## src/rtl/rf_write_arbiter_if.sv

```systemverilog
// Writeback request bus shared by the register-file write arbiter and its requesters.
// Requester i owns bit i of valid/ready and slice i of the address and data vectors.
interface rf_write_arbiter_if #(
  parameter int WORD_LEN = 32,
  parameter int NUM_REQ  = 2
);
  logic [NUM_REQ-1:0]          req_valid;
  logic [4*NUM_REQ-1:0]        req_addr;
  logic [WORD_LEN*NUM_REQ-1:0] req_data;
  logic [NUM_REQ-1:0]          req_ready;

  modport master (
    output req_valid,
    output req_addr,
    output req_data,
    input  req_ready
  );

  modport slave (
    input  req_valid,
    input  req_addr,
    input  req_data,
    output req_ready
  );
endinterface

```

## src/rtl/rf_write_arbiter.sv

```systemverilog
// Register-file write-port arbiter: runs an index-loading init sweep after reset,
// then grants one writeback requester per cycle in round-robin order.
module rf_write_arbiter #(
  parameter int WORD_LEN   = 32,
  parameter int WORD_COUNT = 16,
  parameter int NUM_REQ    = 2
) (
  input  logic                clk,
  input  logic                rst,
  input  logic                freeze,
  rf_write_arbiter_if.slave   reqBus,
  output logic                regWrite,
  output logic [3:0]          writeRegister,
  output logic [WORD_LEN-1:0] writeData,
  output logic [1:0]          grant_id,
  output logic                init_done
);

  localparam logic [0:0] INIT      = 1'b0;
  localparam logic [0:0] RUN       = 1'b1;
  localparam logic [3:0] LAST_ADDR = 4'(WORD_COUNT - 1);

  logic [0:0]          stateR;
  logic [3:0]          cntR;
  logic [1:0]          ptrR;

  logic                hiFoundS;
  logic                loFoundS;
  logic [1:0]          hiIdxS;
  logic [1:0]          loIdxS;
  logic [1:0]          grantIdxS;
  logic [1:0]          nextPtrS;
  logic                grantValidS;
  logic [3:0]          selAddrS;
  logic [WORD_LEN-1:0] selDataS;
  logic [NUM_REQ-1:0]  readyS;

  // Round-robin pick: lowest valid index at/after ptr, else lowest valid index overall.
  always_comb begin
    hiFoundS = 1'b0;
    loFoundS = 1'b0;
    hiIdxS   = 2'd0;
    loIdxS   = 2'd0;
    selAddrS = 4'd0;
    selDataS = '0;
    readyS   = '0;
    for (int i = NUM_REQ - 1; i >= 0; i--) begin
      loFoundS = loFoundS | reqBus.req_valid[i];
      loIdxS   = reqBus.req_valid[i] ? 2'(i) : loIdxS;
      hiFoundS = hiFoundS | (reqBus.req_valid[i] && (i >= int'(ptrR)));
      hiIdxS   = (reqBus.req_valid[i] && (i >= int'(ptrR))) ? 2'(i) : hiIdxS;
    end
    grantValidS = (stateR == RUN) && !freeze && loFoundS;
    grantIdxS   = hiFoundS ? hiIdxS : loIdxS;
    nextPtrS    = (grantIdxS == 2'(NUM_REQ - 1)) ? 2'd0 : (grantIdxS + 2'd1);
    for (int i = 0; i < NUM_REQ; i++) begin
      selAddrS  = (grantIdxS == 2'(i)) ? reqBus.req_addr[4*i +: 4] : selAddrS;
      selDataS  = (grantIdxS == 2'(i)) ? reqBus.req_data[WORD_LEN*i +: WORD_LEN] : selDataS;
      readyS[i] = grantValidS && (grantIdxS == 2'(i));
    end
  end

  assign reqBus.req_ready = readyS;

  // Sequencer: sweep counter and INIT -> RUN transition.
  always_ff @(posedge clk or negedge rst) begin
    if (!rst) begin
      stateR    <= INIT;
      cntR      <= 4'd1;
      init_done <= 1'b0;
    end else begin
      case (stateR)
        INIT: begin
          cntR <= cntR + 4'd1;
          if (cntR == LAST_ADDR) begin
            stateR    <= RUN;
            init_done <= 1'b1;
          end else begin
            stateR    <= INIT;
            init_done <= 1'b0;
          end
        end
        RUN: begin
          stateR    <= RUN;
          cntR      <= cntR;
          init_done <= 1'b1;
        end
        default: begin
          stateR    <= INIT;
          cntR      <= 4'd1;
          init_done <= 1'b0;
        end
      endcase
    end
  end

  // Registered write port, priority pointer and last-grant index.
  always_ff @(posedge clk or negedge rst) begin
    if (!rst) begin
      regWrite      <= 1'b0;
      writeRegister <= 4'd0;
      writeData     <= '0;
      grant_id      <= 2'd0;
      ptrR          <= 2'd0;
    end else begin
      case (stateR)
        INIT: begin
          regWrite      <= 1'b1;
          writeRegister <= cntR;
          writeData     <= WORD_LEN'(cntR);
        end
        RUN: begin
          if (grantValidS) begin
            // A grant to register 0 is consumed but never strobed into the file.
            regWrite      <= (selAddrS != 4'd0);
            writeRegister <= selAddrS;
            writeData     <= selDataS;
            grant_id      <= grantIdxS;
            ptrR          <= nextPtrS;
          end else begin
            regWrite      <= 1'b0;
          end
        end
        default: begin
          regWrite <= 1'b0;
        end
      endcase
    end
  end

endmodule

```

## src/flat_wrapper.sv

```systemverilog
// flat-port wrapper written by rule: the top's interface ports become plain ports
module rf_write_arbiter_flat 
#(
  parameter int WORD_LEN   = 32,
  parameter int WORD_COUNT = 16,
  parameter int NUM_REQ    = 2
)
  (clk, rst, freeze, regWrite, writeRegister, writeData, grant_id, init_done, reqBus_req_valid, reqBus_req_addr, reqBus_req_data, reqBus_req_ready);
  rf_write_arbiter_if #(.WORD_LEN(WORD_LEN), .NUM_REQ(NUM_REQ)) reqBus_i ();
  input  logic clk;
  input  logic rst;
  input  logic freeze;
  output logic regWrite;
  output logic [3:0] writeRegister;
  output logic [WORD_LEN-1:0] writeData;
  output logic [1:0] grant_id;
  output logic init_done;
  input wire logic [$bits(reqBus_i.req_valid)-1:0] reqBus_req_valid;
  input wire logic [$bits(reqBus_i.req_addr)-1:0] reqBus_req_addr;
  input wire logic [$bits(reqBus_i.req_data)-1:0] reqBus_req_data;
  output wire logic [$bits(reqBus_i.req_ready)-1:0] reqBus_req_ready;
  assign reqBus_i.req_valid = reqBus_req_valid;
  assign reqBus_i.req_addr = reqBus_req_addr;
  assign reqBus_i.req_data = reqBus_req_data;
  assign reqBus_req_ready = reqBus_i.req_ready;
  rf_write_arbiter #(.WORD_LEN(WORD_LEN), .WORD_COUNT(WORD_COUNT), .NUM_REQ(NUM_REQ)) u_core (.clk(clk), .rst(rst), .freeze(freeze), .reqBus(reqBus_i), .regWrite(regWrite), .writeRegister(writeRegister), .writeData(writeData), .grant_id(grant_id), .init_done(init_done));
endmodule
```

## config.mk

```make
export PLATFORM = sky130hd
export DESIGN_NAME = rf_write_arbiter_flat
export DESIGN_NICKNAME = d
export VERILOG_FILES = /design/src/rtl/rf_write_arbiter_if.sv /design/src/rtl/rf_write_arbiter.sv /design/src/flat_wrapper.sv
export SDC_FILE = /design/constraint.sdc
export NUM_CORES = 1
export LEC_CHECK = 0
export ABC_AREA = 1
export BUFFER_PORTS_ARGS = -buffer_cell sky130_fd_sc_hd__clkbuf_2
export CORE_MARGIN = 8
export CORE_UTILIZATION = 47
export CTS_CLUSTER_DIAMETER = 120
export DETAILED_ROUTE_END_ITERATION = 7
export GPL_ROUTABILITY_DRIVEN = 0
export MAX_ROUTING_LAYER = met4
export PLACE_DENSITY = 0.89
export SETUP_SLACK_MARGIN = 0.02
export SKIP_CTS_REPAIR_TIMING = 1
export SLEW_MARGIN = 10
export SYNTH_ARGS = -nofsm -noshare
export SYNTH_HDL_FRONTEND = slang
export SYNTH_SLANG_ARGS = --single-unit
```

## constraint.sdc

```tcl
create_clock -name clk -period 2.4 [get_ports clk]
set_input_delay 0.48 -clock clk [delete_from_list [all_inputs] [get_ports clk]]
set_output_delay 0.48 -clock clk [all_outputs]
set_load 0.02 [all_outputs]
```

==> metrics.md <==
| Metric | Value |
|---|---|
| Outcome | finished, final reports clean |
| DR WL met2 | roughly 2900 um |
| Initial DRC Count | 81 |
| Ys Warns | 0 |
| Initial antenna violation count | 0 |
| Sequential share of the synthesized area | 0.540 |
| Largest net degree at the start of global routing | 34 |
| Sequential group share of total power | 0.480 |
| Critical path type | flop to output pin |
| Post-DR wirelength/cell | around 14 um |
| Critical Path End Type | output pin |
| Clk network pwr share | 0.258 |
| Final Hold Fails | 0 |
| Min Tclk post-route | around 1.9 ns |
| Routed Antenna Nets | 0 |
| CP Max Fanout | 7 |
| Sink Count | 44 |
| Deepest clock path buffer count | 2 |
| Post-synth EDFFs | 0 |
| Fin area | around 2700 um2 |
| Worst hold path type | primary input to asynchronous set/reset pin |
| Cell leakage power | roughly 1.6 nW |
| P&R area growth vs syn | 34.6% |
| Num ports | about 120 |
| Worst setup SP type | flop |
| CTS clk-pin slew, worst paths | roughly 0.090 ns |
| Period utilization | 0.787 |
| Final clock skew | about 0.012 ns |
| Comb power frac | 0.263 |
| Ys async rst share | 1.00 |
| Syn Nets | 327 |
| Share of cells above drive strength 1 | 0.372 |
| Final WL | 5700 um |
| Port Buffers | 117 |
| Site Rows | 24 |
| Vias | approximately 2,000 |
| Yosys reg bits | 44 |
| DPL Wire Length | approximately 4500 um |
| DRC | 0 |
| Global route overflow | 0 |
| Most frequent cell after synthesis | nand2_1 |
| Synth unique cells | 22 |
| ANT cells | 0 |
| Cell taking the most area after synthesis | dfrtp_1 |
| Min Hold Slack | 0.129 ns |
| Total GRT Usage | 0.179 |
| Top FF cell, synth | dfrtp_1 |
| Initial Util | 0.479 |
| Worst setup path startpoint | u_core.ptrR[0] |
| Peak VDD IR | 0.000404 V |
| Max-cap viol count | 0 |
| # H-tree levels | 2 |
| Post-synth top cells | nand2_1, dfrtp_1, nand3_1, inv_1, buf_4 |
| Die area | 6710 um2 |
| Final setup violation count | 0 |
| Clock Latency Late Sink | around 0.3 ns |
| Avg Synthesized Cell Area | ~8 um2 |
| Post-Route M1 WL | 2350 um |
| Vias in the first global route | approximately 2,000 |
| Final Max Slew Viols | 0 |
| Cell chosen for the clock root | clkbuf_8 |
| Largest cells by area after synthesis | dfrtp_1, nand2_1, nand3_1, buf_4, inv_1 |
| Worst Path Required | 1.92 ns |
| Cell Count, Final, Fillers Out | 420 |
| R2r setup slk | between 0.6 and 0.7 ns |
| Fmax | roughly 530 MHz |
| Setup TNS | 0 ns |
| RSZ-0062 raised after global routing | false |
| Via-to-Cell Ratio | between 4 and 5 |
| P per Cell Area | a little under 700 nW/um2 |
| R2R Path Start | u_core.init_done |
| Top routing layer used | met4 |
| # placed instances | a little over 400 |
| Int Power | approximately 1.2 mW |
| CTS tree | built |
| First-pass GRT wire length | ~9100 um |
| # nets final | between 400 and 500 |
| Die Height | a little over 80 um |
| Critical Path AT | between 1 and 1.5 ns |
| Routed wl met3 | 449 um |
| Cell Area, Synth | 2040 um2 |
| Yosys top cell area share | 0.527 |
| Sw Ratio | 0.328 |
| Initial DRT Pass Iterations | 5 |
| Sw power | about 0.6 mW |
| Cells after Synth | about 250 |
| Number of CTS-inserted buffers | 5 |
| Die W | 81.9 um |
| Placed instance area | 2650 um2 |
| Core ar. | ~4300 um2 |
## path summary, 6_finish.rpt
kind | endpoint | depth (start not counted)
hold reg to reg | u_core.writeData[10] | 2
hold / removal | u_core.writeRegister[2] | 1
setup / recovery | reqBus_req_ready[0] | 6
setup reg to reg | u_core.writeRegister[1] | 5
min in group clk | u_core.writeData[15] | 3
max in group asynchronous | u_core.writeData[21] | 2
## power groups by stage
stage	combinational [mW]	sequential, mW	clock [mW]
after floorplan	0.156	1.02	0
after global placement	0.488	0.902	0
after detailed placement	0.495	0.905	0
after CTS	0.497	0.892	0.496
after global routing	0.542	0.904	0.519
final	0.488	0.891	0.479
## metrics by stage
step / setup WS (ns) / utilization / power, mW
3_3_place_gp: 0.588 / 0.622 / 1.39
4_1_cts: 0.493 / 0.644 / 1.88
6_report: 0.510 / 0.644 / 1.86
5_1_grt: 0.413 / 0.644 / 1.97
3_5_place_dp: 0.535 / 0.622 / 1.40
2_1_floorplan: 0.780 / - / 1.18
## final cells by class
cell class	count	area, um2
well taps	52	65.1
inverters	17	63.8
fillers	375	1520
clock buffers	7	86.3
multi-input cells	177	800
clock inverters	1	7.51
flip-flops and latches	44	1100
repair buffers	122	623
## registers in the layout (all words and copies together) (netlist names)
name / count
u_core.grant_id: 1
u_core.init_done: 1
u_core.writeRegister: 4
u_core.cntR: 4
u_core.regWrite: 1
u_core.writeData: 32
u_core.ptrR: 1
## worst max-delay path, stage by stage, from the launching register on
cell and delay [ns]:
dfrtp_1 0.37, inv_1 0.07, nand2_1 0.10, nand2_2 0.16, inv_1 0.10, nor2_4 0.13, clkbuf_2 0.19
## placed cells by master (no fill, tap or decap), types with 2 or more instances in the layout
master,n
clkbuf_2,117
clkbuf_8,6
inv_2,2
nand4_1,3
nor2_1,5
o211ai_1,4
a21oi_1,2
nor2_4,3
xor2_1,2
inv_1,15
buf_4,5
nand3_1,34
nand2_1,117
dfrtp_1,43
## metal layers
layer | GRT usage | up-vias
met3 | 0.0481 | 4
met1 | 0.213 | 918
met5 | - | -
li1 | - | 1013
met2 | 0.292 | 85
met4 | 0.0474 | 0
## kinds of logic (layout without fill, tap and decap cells)
kind of cell / Yosys count / after routing / synth area share
DFF: 44 / 44 / 0.540
AOI/OAI and AO/OA: 7 / 7 / 0.0221
adders and majority gates: 1 / 1 / 0.00613
other: 1 / 1 / 0.00184
xor gates and xnor gates: 3 / 3 / 0.0129
buffers and inverters: 28 / 147 / 0.0681
and+or+nand+nor: 165 / 165 / 0.349
Note: power is estimated with default switching activity, not from simulation.
